**src/rtl/regbank_arb_pkg.sv**
```systemverilog
// Shared types and widths for the register-bank arbiter: FSM states, read-response
// owners, bank geometry and the starvation counter width.
package regbank_arb_pkg;

   localparam int REG_ADDR_W = 4;
   localparam int REG_DATA_W = 32;
   localparam int STARVE_W   = 8;

   typedef enum logic [1:0] {
      ARB_RUN    = 2'd0,
      ARB_DRAIN  = 2'd1,
      ARB_HALTED = 2'd2
   } arb_state_t;

   typedef enum logic [1:0] {
      OWN_NONE = 2'd0,
      OWN_CORE = 2'd1,
      OWN_HOST = 2'd2
   } owner_t;

   // Who will receive the bank's registered read data next cycle.
   function automatic owner_t read_owner(input logic core_gnt, input logic core_we,
                                         input logic host_gnt, input logic host_we);
      if (core_gnt && !core_we) return OWN_CORE;
      if (host_gnt && !host_we) return OWN_HOST;
      return OWN_NONE;
   endfunction

endpackage

```
**src/rtl/regbank_arbiter_if.sv**
```systemverilog
// Bundle of the core request port, host request/halt port and the bank-side port
// of the register-bank arbiter.
interface regbank_arbiter_if
   import regbank_arb_pkg::*;
#(
   parameter int ADDR_W = REG_ADDR_W,
   parameter int DATA_W = REG_DATA_W
) ();

   // Handshake: a request transfers in the cycle where valid and ready are both 1.
   // Requesters hold valid and payload stable until that cycle; ready may depend
   // combinationally on valid. rvalid is a one-cycle pulse with no back-pressure.
   logic              core_valid;
   logic              core_we;
   logic [ADDR_W-1:0] core_a1;
   logic [ADDR_W-1:0] core_a2;
   logic [ADDR_W-1:0] core_a3;
   logic [DATA_W-1:0] core_wd;
   logic              core_ready;
   logic              core_rvalid;
   logic [DATA_W-1:0] core_rd1;
   logic [DATA_W-1:0] core_rd2;

   logic              host_valid;
   logic              host_we;
   logic [ADDR_W-1:0] host_a1;
   logic [ADDR_W-1:0] host_a2;
   logic [ADDR_W-1:0] host_a3;
   logic [DATA_W-1:0] host_wd;
   logic              host_ready;
   logic              host_rvalid;
   logic [DATA_W-1:0] host_rd1;
   logic [DATA_W-1:0] host_rd2;
   logic              host_halt;
   logic              host_halted;

   logic [ADDR_W-1:0] rb_a1;
   logic [ADDR_W-1:0] rb_a2;
   logic [ADDR_W-1:0] rb_a3;
   logic              rb_we3;
   logic [DATA_W-1:0] rb_wd3;
   logic [DATA_W-1:0] rb_rd1;
   logic [DATA_W-1:0] rb_rd2;

   modport slave (
      input  core_valid, core_we, core_a1, core_a2, core_a3, core_wd,
      output core_ready, core_rvalid, core_rd1, core_rd2,
      input  host_valid, host_we, host_a1, host_a2, host_a3, host_wd,
      output host_ready, host_rvalid, host_rd1, host_rd2,
      input  host_halt,
      output host_halted,
      output rb_a1, rb_a2, rb_a3, rb_we3, rb_wd3,
      input  rb_rd1, rb_rd2
   );

   modport master (
      output core_valid, core_we, core_a1, core_a2, core_a3, core_wd,
      input  core_ready, core_rvalid, core_rd1, core_rd2,
      output host_valid, host_we, host_a1, host_a2, host_a3, host_wd,
      input  host_ready, host_rvalid, host_rd1, host_rd2,
      output host_halt,
      input  host_halted,
      input  rb_a1, rb_a2, rb_a3, rb_we3, rb_wd3,
      output rb_rd1, rb_rd2
   );

endinterface

```
**src/rtl/regbank_starve_ctr.sv**
```systemverilog
// Saturating wait counter: counts host cycles spent waiting behind the core and
// flags when the wait has reached the configured limit.
module regbank_starve_ctr
   import regbank_arb_pkg::*;
#(
   parameter int W = STARVE_W
) (
   input  logic         clk_i,
   input  logic         rst_i,
   input  logic         inc_i,
   input  logic         clr_i,
   input  logic [W-1:0] limit_i,
   output logic         at_limit_o
);

   logic [W-1:0] cnt_q, cnt_d;

   always_comb begin
      cnt_d = cnt_q;
      if (clr_i) begin
         cnt_d = '0;
      end else if (inc_i && (cnt_q < limit_i)) begin
         cnt_d = cnt_q + W'(1);
      end
   end

   always_ff @(posedge clk_i) begin
      if (!rst_i) begin
         cnt_q <= '0;
      end else begin
         cnt_q <= cnt_d;
      end
   end

   assign at_limit_o = (cnt_q == limit_i);

endmodule

```
**src/rtl/regbank_arbiter.sv**
```systemverilog
// Arbiter between the core and the host/loader for the shared 16x32 register bank,
// with host halt/exclusive ownership and routing of registered read data.
module regbank_arbiter
   import regbank_arb_pkg::*;
#(
   parameter int STARVE_LIMIT = 8,
   parameter int ADDR_W       = REG_ADDR_W,
   parameter int DATA_W       = REG_DATA_W
) (
   input  logic             clk,
   input  logic             rst,
   regbank_arbiter_if.slave bus,
   output arb_state_t       state_o
);

   arb_state_t        state_q, state_d;
   owner_t            owner_q, owner_d;
   logic              core_gnt, host_gnt;
   logic              starve_inc, starve_clr, starve_at_limit;
   logic              we_d;
   logic [ADDR_W-1:0] a1_d, a2_d, a3_d;
   logic [DATA_W-1:0] wd_d;

   // ---------------- FSM: state register ----------------
   always_ff @(posedge clk) begin
      if (!rst) begin
         state_q <= ARB_RUN;
      end else begin
         state_q <= state_d;
      end
   end

   // ---------------- FSM: next state ----------------
   always_comb begin
      state_d = state_q;
      case (state_q)
         ARB_RUN:    if (bus.host_halt) state_d = ARB_DRAIN;
         ARB_DRAIN:  state_d = bus.host_halt ? ARB_HALTED : ARB_RUN;
         ARB_HALTED: if (!bus.host_halt) state_d = ARB_RUN;
         default:    state_d = ARB_RUN;
      endcase
   end

   // ---------------- FSM: outputs (grants) ----------------
   // A halt request blocks the core in the very cycle it rises; the drain cycle
   // lets the last read response land before the host takes the bank.
   always_comb begin
      core_gnt = 1'b0;
      host_gnt = 1'b0;
      if (rst) begin
         case (state_q)
            ARB_RUN: begin
               if (!bus.host_halt) begin
                  if (bus.host_valid && starve_at_limit) begin
                     host_gnt = 1'b1;
                  end else if (bus.core_valid) begin
                     core_gnt = 1'b1;
                  end else if (bus.host_valid) begin
                     host_gnt = 1'b1;
                  end
               end
            end
            ARB_HALTED: host_gnt = bus.host_valid;
            default: ;
         endcase
      end
   end

   assign bus.core_ready  = core_gnt;
   assign bus.host_ready  = host_gnt;
   assign bus.host_halted = (state_q == ARB_HALTED);
   assign state_o         = state_q;

   // ---------------- Bank request mux ----------------
   always_comb begin
      we_d = 1'b0;
      a1_d = '0;
      a2_d = '0;
      a3_d = '0;
      wd_d = '0;
      if (core_gnt) begin
         we_d = bus.core_we;
         a1_d = bus.core_a1;
         a2_d = bus.core_a2;
         a3_d = bus.core_a3;
         wd_d = bus.core_wd;
      end else if (host_gnt) begin
         we_d = bus.host_we;
         a1_d = bus.host_a1;
         a2_d = bus.host_a2;
         a3_d = bus.host_a3;
         wd_d = bus.host_wd;
      end
   end

   assign bus.rb_we3 = we_d;
   assign bus.rb_a1  = a1_d;
   assign bus.rb_a2  = a2_d;
   assign bus.rb_a3  = a3_d;
   assign bus.rb_wd3 = wd_d;

   // ---------------- Host starvation guard ----------------
   // Only waiting in ARB_RUN counts; the drain cycle neither counts nor clears.
   assign starve_inc = rst && (state_q == ARB_RUN) && bus.host_valid && !host_gnt;
   assign starve_clr = !bus.host_valid || host_gnt;

   regbank_starve_ctr #(
      .W (STARVE_W)
   ) u_starve_ctr (
      .clk_i      (clk),
      .rst_i      (rst),
      .inc_i      (starve_inc),
      .clr_i      (starve_clr),
      .limit_i    (STARVE_W'(STARVE_LIMIT)),
      .at_limit_o (starve_at_limit)
   );

   // ---------------- Read response routing ----------------
   always_comb begin
      owner_d = read_owner(core_gnt, bus.core_we, host_gnt, bus.host_we);
   end

   always_ff @(posedge clk) begin
      if (!rst) begin
         owner_q <= OWN_NONE;
      end else begin
         owner_q <= owner_d;
      end
   end

   assign bus.core_rvalid = (owner_q == OWN_CORE);
   assign bus.host_rvalid = (owner_q == OWN_HOST);
   assign bus.core_rd1    = bus.core_rvalid ? bus.rb_rd1 : '0;
   assign bus.core_rd2    = bus.core_rvalid ? bus.rb_rd2 : '0;
   assign bus.host_rd1    = bus.host_rvalid ? bus.rb_rd1 : '0;
   assign bus.host_rd2    = bus.host_rvalid ? bus.rb_rd2 : '0;

endmodule

```
**src/flat_wrapper.sv**
```systemverilog
// flat-port wrapper written by rule: the top's interface ports become plain ports
module regbank_arbiter_flat import regbank_arb_pkg::*;
#(
   parameter int STARVE_LIMIT = 8,
   parameter int ADDR_W       = REG_ADDR_W,
   parameter int DATA_W       = REG_DATA_W
)
  (clk, rst, state_o, bus_core_valid, bus_core_we, bus_core_a1, bus_core_a2, bus_core_a3, bus_core_wd, bus_core_ready, bus_core_rvalid, bus_core_rd1, bus_core_rd2, bus_host_valid, bus_host_we, bus_host_a1, bus_host_a2, bus_host_a3, bus_host_wd, bus_host_ready, bus_host_rvalid, bus_host_rd1, bus_host_rd2, bus_host_halt, bus_host_halted, bus_rb_a1, bus_rb_a2, bus_rb_a3, bus_rb_we3, bus_rb_wd3, bus_rb_rd1, bus_rb_rd2);
  regbank_arbiter_if #(.ADDR_W(ADDR_W), .DATA_W(DATA_W)) bus_i ();
  input  logic clk;
  input  logic rst;
  output arb_state_t state_o;
  input wire logic [$bits(bus_i.core_valid)-1:0] bus_core_valid;
  input wire logic [$bits(bus_i.core_we)-1:0] bus_core_we;
  input wire logic [$bits(bus_i.core_a1)-1:0] bus_core_a1;
  input wire logic [$bits(bus_i.core_a2)-1:0] bus_core_a2;
  input wire logic [$bits(bus_i.core_a3)-1:0] bus_core_a3;
  input wire logic [$bits(bus_i.core_wd)-1:0] bus_core_wd;
  output wire logic [$bits(bus_i.core_ready)-1:0] bus_core_ready;
  output wire logic [$bits(bus_i.core_rvalid)-1:0] bus_core_rvalid;
  output wire logic [$bits(bus_i.core_rd1)-1:0] bus_core_rd1;
  output wire logic [$bits(bus_i.core_rd2)-1:0] bus_core_rd2;
  input wire logic [$bits(bus_i.host_valid)-1:0] bus_host_valid;
  input wire logic [$bits(bus_i.host_we)-1:0] bus_host_we;
  input wire logic [$bits(bus_i.host_a1)-1:0] bus_host_a1;
  input wire logic [$bits(bus_i.host_a2)-1:0] bus_host_a2;
  input wire logic [$bits(bus_i.host_a3)-1:0] bus_host_a3;
  input wire logic [$bits(bus_i.host_wd)-1:0] bus_host_wd;
  output wire logic [$bits(bus_i.host_ready)-1:0] bus_host_ready;
  output wire logic [$bits(bus_i.host_rvalid)-1:0] bus_host_rvalid;
  output wire logic [$bits(bus_i.host_rd1)-1:0] bus_host_rd1;
  output wire logic [$bits(bus_i.host_rd2)-1:0] bus_host_rd2;
  input wire logic [$bits(bus_i.host_halt)-1:0] bus_host_halt;
  output wire logic [$bits(bus_i.host_halted)-1:0] bus_host_halted;
  output wire logic [$bits(bus_i.rb_a1)-1:0] bus_rb_a1;
  output wire logic [$bits(bus_i.rb_a2)-1:0] bus_rb_a2;
  output wire logic [$bits(bus_i.rb_a3)-1:0] bus_rb_a3;
  output wire logic [$bits(bus_i.rb_we3)-1:0] bus_rb_we3;
  output wire logic [$bits(bus_i.rb_wd3)-1:0] bus_rb_wd3;
  input wire logic [$bits(bus_i.rb_rd1)-1:0] bus_rb_rd1;
  input wire logic [$bits(bus_i.rb_rd2)-1:0] bus_rb_rd2;
  assign bus_i.core_valid = bus_core_valid;
  assign bus_i.core_we = bus_core_we;
  assign bus_i.core_a1 = bus_core_a1;
  assign bus_i.core_a2 = bus_core_a2;
  assign bus_i.core_a3 = bus_core_a3;
  assign bus_i.core_wd = bus_core_wd;
  assign bus_core_ready = bus_i.core_ready;
  assign bus_core_rvalid = bus_i.core_rvalid;
  assign bus_core_rd1 = bus_i.core_rd1;
  assign bus_core_rd2 = bus_i.core_rd2;
  assign bus_i.host_valid = bus_host_valid;
  assign bus_i.host_we = bus_host_we;
  assign bus_i.host_a1 = bus_host_a1;
  assign bus_i.host_a2 = bus_host_a2;
  assign bus_i.host_a3 = bus_host_a3;
  assign bus_i.host_wd = bus_host_wd;
  assign bus_host_ready = bus_i.host_ready;
  assign bus_host_rvalid = bus_i.host_rvalid;
  assign bus_host_rd1 = bus_i.host_rd1;
  assign bus_host_rd2 = bus_i.host_rd2;
  assign bus_i.host_halt = bus_host_halt;
  assign bus_host_halted = bus_i.host_halted;
  assign bus_rb_a1 = bus_i.rb_a1;
  assign bus_rb_a2 = bus_i.rb_a2;
  assign bus_rb_a3 = bus_i.rb_a3;
  assign bus_rb_we3 = bus_i.rb_we3;
  assign bus_rb_wd3 = bus_i.rb_wd3;
  assign bus_i.rb_rd1 = bus_rb_rd1;
  assign bus_i.rb_rd2 = bus_rb_rd2;
  regbank_arbiter #(.STARVE_LIMIT(STARVE_LIMIT), .ADDR_W(ADDR_W), .DATA_W(DATA_W)) u_core (.clk(clk), .rst(rst), .bus(bus_i), .state_o(state_o));
endmodule
```
**config.mk**
```make
export PLATFORM = sky130hd
export DESIGN_NAME = regbank_arbiter_flat
export DESIGN_NICKNAME = d
export VERILOG_FILES = /design/src/rtl/regbank_arb_pkg.sv /design/src/rtl/regbank_arbiter_if.sv /design/src/rtl/regbank_starve_ctr.sv /design/src/rtl/regbank_arbiter.sv /design/src/flat_wrapper.sv
export SDC_FILE = /design/constraint.sdc
export NUM_CORES = 1
export LEC_CHECK = 0
export ABC_AREA = 1
export CORE_AREA = 8 8 124 126
export CTS_BUF_LIST = sky130_fd_sc_hd__clkbuf_4 sky130_fd_sc_hd__clkbuf_8 sky130_fd_sc_hd__clkbuf_16
export DETAILED_ROUTE_END_ITERATION = 10
export DIE_AREA = 0 0 132 134
export GPL_TIMING_DRIVEN = 0
export PLACE_DENSITY = 0.66
export RECOVER_POWER = 100
export SLEW_MARGIN = 20
export SYNTH_ARGS = -nofsm -noshare
export SYNTH_HDL_FRONTEND = slang
export SYNTH_HIERARCHICAL = 1
export SYNTH_SLANG_ARGS = --single-unit
```
**constraint.sdc**
```tcl
create_clock -name clk -period 2.8 [get_ports clk]
set_input_delay 0.56 -clock clk [delete_from_list [all_inputs] [get_ports clk]]
set_output_delay 0.56 -clock clk [all_outputs]
set_load 0.03 [all_outputs]
```
==> results of run 1 <==
[power groups by stage]
stage               clock, W  combinational (W)  sequential (W)
detailed placement         0           0.000636        0.000180
global route        0.000272           0.000691        0.000177
global placement           0           0.000635        0.000180
finish              0.000260           0.000643        0.000176
CTS                 0.000265           0.000614        0.000177
floorplan                  0           0.000255        0.000183
[state kept, by name, summed over array words and instances (netlist names)]
signal	count
u_core/state_o	2
u_core/owner_q	2
u_core/u_starve_ctr/cnt_q	8
[through the flow]
step	utilization	TNS, ns	std cells
after floorplan	-	0	516
after global placement	0.450	-16.70	1034
after detailed placement	0.450	-16.85	1034
after CTS	0.442	0	1037
after global routing	0.458	-0.0914	1043
final	0.458	0	1043
[synthesized netlist by cell type, drive strengths merged]
| library cell | number |
|---|---|
| a21o | 1 |
| ha | 9 |
| nand3 | 54 |
| nand4 | 8 |
| nor3 | 1 |
| dfxtp | 12 |
| nand2 | 135 |
| a21oi | 4 |
| conb | 2 |
| inv | 102 |
| nor2 | 153 |
| clkbuf | 8 |
| buf | 21 |
[placed cells by master (no fill, tap or decap), drive strengths merged]
master,count
a21oi,4
ha,9
clkdlybuf4s15,1
nand4,8
a21o,1
nand2,135
dlygate4sd3,1
conb,8
inv,101
clkinv,1
nor3,1
dfxtp,12
nor2,153
clkdlybuf4s50,290
buf,51
clkbuf,33
nand3,54
[cells by family (layout without fill, tap and decap cells)]
group	after synthesis	in the layout	synth area share
adder cells (fa/ha/maj)	9	9	0.0459
flip-flops	12	12	0.0980
AND/OR/NAND/NOR	351	351	0.613
AO/OA/AOI/OAI	5	5	0.0128
other	2	8	0.00306
buffers and inverters	131	478	0.228
[what timing repair did]
item,CTS,global route
buffers inserted,0,3
gates resized for setup,213,74
gates cloned,0,3
endpoints found under the hold margin,0,0
pin swaps,0,4
setup endpoints to repair,47,50
hold buffers,0,0
[worst max-delay path, cell delays in order, from the launching register on]
cell	delay [ns]
dfxtp_2	0.31
ha_1	0.26
nand2_1	0.05
inv_2	0.06
nand3_2	0.07
nor3_4	0.19
nand2_1	0.09
nand2_1	0.09
nand2_2	0.07
nand2_4	0.09
buf_8	0.15
clkbuf_16	0.14
nand3_1	0.06
nand2_1	0.08
buf_2	0.19
[worst paths after layout]
kind                                  endpoint                    startpoint  slack, ns  depth (start not counted)
setup / recovery                  bus_rb_a1[0]  u_core/u_starve_ctr/cnt_q[2]       0.08                         14
hold / removal    u_core/u_starve_ctr/cnt_q[7]  u_core/u_starve_ctr/cnt_q[7]       0.54                          4
setup reg to reg  u_core/u_starve_ctr/cnt_q[6]  u_core/u_starve_ctr/cnt_q[3]       0.32                         19
hold reg to reg   u_core/u_starve_ctr/cnt_q[7]  u_core/u_starve_ctr/cnt_q[7]       0.54                          4
[layout make-up]
| cell class | count | area (µm²) | share of cell area |
|---|---|---|---|
| plain buffers | 29 | 211 | 0.0342 |
| flip-flops and latches | 12 | 248 | 0.0400 |
| well taps | 180 | 225 | 0.0364 |
| clock buffers | 3 | 75.1 | 0.0121 |
| repair buffers | 344 | 3320 | 0.537 |
| inverters | 102 | 388 | 0.0627 |
| multi-input cells | 373 | 1720 | 0.278 |
[metal layers]
layer,up-vias,GRT usage,share of wire,routed length (µm)
li1,2190,-,-,-
met1,1776,0.184,0.38,6160
met2,183,0.327,0.53,8670
met3,13,0.0576,0.081,1320
met4,0,0.0313,0.013,216
met5,-,0,0,0
==> results_dict.tcl, run 1 <==
set metrics [dict create \
    status "finished clean" \
    peakVddDrop_mv 0.149 \
    yosys.area.top_type "nor2_1" \
    pre_cts_ws_ns -0.455 \
    switchingPower_w 0.000387 \
    synth_area_um2 2450 \
    num_rows 43 \
    worst_pin_slew_ns 0.616 \
    drv_slew 0 \
    num_antenna_cells 0 \
    drc 0 \
    cts.sinks 12 \
    maxSlewHeadroom 0.589 \
    drtAntennaViolNets 0 \
    fin_hold_ws_ns 0.542 \
    drt_pass1_iterations 5 \
    drive_gt1_frac 0.133 \
    track_usage 0.173 \
    p_per_area_nw_per_um2 174 \
    grt_overflow 0 \
    finalCriticalPeriod_ns 2.72 \
    skew_ns 0.00114 \
    cts-root-buf "clkbuf_16" \
    synth_warnings 6 \
    clk_pin_slew_ns 0.04 \
    synth_cell_types 24 \
    clk_latency_ns 0.24 \
    p_comb_frac 0.596 \
    start_util 0.182 \
    cp_max_fo 7 \
    place_area_um2 6080 \
    sequentialPowerShare 0.163 \
    setup_ws_ns 0.0818 \
    setup_viol 0 \
    syn_inst 510 \
    syn_to_final_growth_pct 153 \
    cp.arrival_ns 2.16 \
    total_power_w 0.00108 \
    portBuffers 338 \
    cp-end-kind "output pin" \
    final.fill_count 1444 \
    via_per_inst 3.99 \
    cap_violations 0 \
    grt_max_degree 11 \
    drt_iter0_drc 173 \
    critPathRequiredTime_ns 2.24 \
    avgSynthCellArea_um2 4.81 \
    cts_buffers 3 \
    core_um2 13500 \
    antenna_found_initial 0 \
    intPower_w 0.000692 \
    die_y_um 134 \
    gp_congestion 0.933 \
    ys_seq_area_frac 0.0980 \
    cts_tree "built" \
    switching_share 0.359 \
    grt_pass1_wl_mm 24.4 \
    finalHoldViolations 0 \
    dp_hpwl_mm 14.5 \
    fmax_mhz 368 \
    ios 339 \
    fp.dieW_um 132 \
    yosys-top-cells-area "nor2_1, nand2_1, inv_1, dfxtp_1, nand3_1" \
    p_clk_frac 0.241 \
    synth_seq_cells 12 \
    htreeDepth 1 \
    nets 1033 \
    critPathKind "reg2out" \
    wl_per_cell_um 15.7 \
    critPathLaunchType "flip-flop" \
    cts_buffer_depth 2 \
    hold_path.class "reg2reg" \
    routed_wl_mm 16.4 \
    first_global_vias 4103 \
    synth.top_cell.area_share 0.221 \
    finalCritPeriodShare 0.971 \
    vias 4162 \
    fp.dieArea_um2 17700 \
    total_leakage_power_nw 2.99 \
    final_cell_area_um2 6190 \
]
Power figures use the tool's default switching activity.
==> run 2: changes to the inputs <==
--- a/config.mk
+++ b/config.mk
@@ -13,6 +13,7 @@
 export GPL_TIMING_DRIVEN = 0
 export PLACE_DENSITY = 0.66
 export RECOVER_POWER = 100
+export SETUP_SLACK_MARGIN = 0.5
 export SLEW_MARGIN = 20
 export SYNTH_ARGS = -nofsm -noshare
 export SYNTH_HDL_FRONTEND = slang
==> constraint.sdc (replaced) <==
create_clock -name clk -period 2.8 [get_ports clk]
set_input_delay 0.28 -clock clk [delete_from_list [all_inputs] [get_ports clk]]
set_output_delay 0.28 -clock clk [all_outputs]
set_load 0.03 [all_outputs]
==> run 2 against run 1 <==
  * Global-route usage up 0.40 points
  * Design area up 3.1%
  * Routed wire length up 5.4%
  * Maximum frequency up 7.2%
  * Via count up 3.2%
  * First-iteration DRC count up 2.9%
  * Clock-buffer cell count unchanged
  * Cell count up 1.2%
  * Clock power about the same
  * Sequential share of layout area down 0.12 points
  * Register-to-register slack better by 0.15 ns
  * Largest cell class unchanged
==> results_dict.tcl, run 2 (same netlist as run 1, synthesis figures left out) <==
set metrics [dict create \
    status "finished clean" \
    cp-end-kind "output pin" \
    final_common_cell "clkdlybuf4s50_1" \
    total_leakage_power_nw 3.36 \
    clk_pin_slew_ns 0.04 \
    wl_per_cell_um 16.4 \
    fp.dieW_um 132 \
    routed_wl_mm 17.3 \
    skew_ns 0.00155 \
    finalHoldViolations 0 \
    vias 4297 \
    finalCriticalPeriod_ns 2.54 \
    largest_register_ffs 8 \
    place_area_um2 6080 \
    gp_congestion 0.933 \
    cp_max_fo 10 \
    setup_viol 0 \
    cts.sinks 12 \
    crit_chain "ha_4 > nand2_2 > inv_2 > nand3_2 > nor3_4 > nand2_1 > nand2_1 > nor2_2 > nand2_1 > inv_8 > clkbuf_2 > nand2_1 > nand2_2 > clkbuf_2" \
    hold_path.class "reg2reg" \
    tns_ns 0 \
    critPathTopFamily "simple AND/OR/NAND/NOR gates" \
    largest-register "u_core/u_starve_ctr/cnt_q" \
    core_um2 13500 \
    final_cell_mix "clkdlybuf4s50_1, nor2_1, nand2_1" \
    via_per_inst 4.07 \
    drive_gt1_frac 0.194 \
    portBuffers 338 \
    drc 0 \
    drt_pass1_iterations 4 \
    max_stage_delay_ns 0.33 \
    cts_buffers 3 \
    critPathLaunchType "flip-flop" \
    seqCellArea_um2 248 \
    drt_iter0_drc 178 \
    p_per_area_nw_per_um2 175 \
    dp_hpwl_mm 14.5 \
    worst_pin_slew_ns 0.627 \
    grt_overflow 0 \
    postCtsHoldBufs 0 \
    fmax_mhz 394 \
    num_antenna_cells 0 \
    start_util 0.182 \
    finalCritPeriodShare 0.906 \
    grt_pass1_wl_mm 24.9 \
    cts_buffer_depth 2 \
    drv_slew 0 \
    worst_path_max_delay_cell "dfxtp_2" \
    critPathKind "reg2out" \
    total_power_w 0.00112 \
    cts-root-buf "clkbuf_16" \
    fin_hold_ws_ns 0.540 \
    syn_to_final_growth_pct 160 \
    final_util 0.473 \
    die_y_um 134 \
    peakVddDrop_mv 0.147 \
    track_usage 0.177 \
    htreeDepth 1 \
    holdCritStartpoint "u_core/state_o[1]" \
    fp.dieArea_um2 17700 \
    worst_path_most_repeated_cell "nand2_1" \
    cts_tree "built" \
    cap_violations 0 \
    multi_input_area_um2 1940 \
    final.fill_count 1481 \
    critPathLaunch "u_core/u_starve_ctr/cnt_q[2]" \
    ios 339 \
    rsz0062_at_grt "yes" \
    cp.arrival_ns 2.26 \
    critPathRequiredTime_ns 2.52 \
    drtAntennaViolNets 0 \
    num_rows 43 \
    maxSlewHeadroom 0.582 \
    antenna_found_initial 0 \
    clk_latency_ns 0.24 \
    nets 1045 \
    worstPathBufferInverterCount 4 \
    final_cell_area_um2 6380 \
    first_global_vias 4246 \
    grt_max_degree 11 \
    reg2reg_from "u_core/u_starve_ctr/cnt_q[5]" \
]
run 2: worst min-delay path, stage by stage (launching register included):
cell	delay [ns]
dfxtp_1	0.32
nand2_1	0.07
nand2_1	0.05
nor2_1	0.07
run 2: stage by stage:
stage,setup WS (ns),instances
2_1_floorplan,0.570,516
3_3_place_gp,-0.00298,1034
3_5_place_dp,0.00236,1034
4_1_cts,0.390,1045
5_1_grt,0.153,1055
6_report,0.263,1055
run 2: path summary, 6_finish.rpt:
kind	endpoint	slack (ns)	cells past startpoint
worst max-delay path	bus_rb_wd3[10]	0.26	14
worst min-delay path	u_core/state_o[1]	0.54	3
worst max register to register	u_core/u_starve_ctr/cnt_q[5]	0.47	17
worst min register to register	u_core/state_o[1]	0.54	3
run 2: layout make-up:
class	count	share of cell area
Buffer	29	0.0331
Clock buffer	3	0.0118
Inverter	102	0.0612
Multi-Input combinational cell	373	0.304
Sequential cell	12	0.0388
Tap cell	180	0.0353
Timing Repair Buffer	355	0.515
Timing Repair inverter	1	0.00118
run 2: timing repair:
action,4_1_cts,5_1_grt
endpoints found under the setup margin,114,88
gates resized for setup,395,100
cloned,5,1
pin swaps,9,27
buffers inserted,3,9
run 2: per-layer routing:
layer	share of wire	global-route usage	up-vias
met3	0.087	0.0587	19
li1	-	-	2221
met2	0.53	0.339	198
met1	0.36	0.183	1859
met5	0	0	-
met4	0.017	0.0357	0
run 2: where the power goes:
group	switching (W)	internal, W	total (W)
Combinational	0.000335	0.000346	0.000681
Clock	0.0000725	0.000186	0.000258
Sequential	0.00000252	0.000174	0.000176
Total	0.000410	0.000706	0.00112
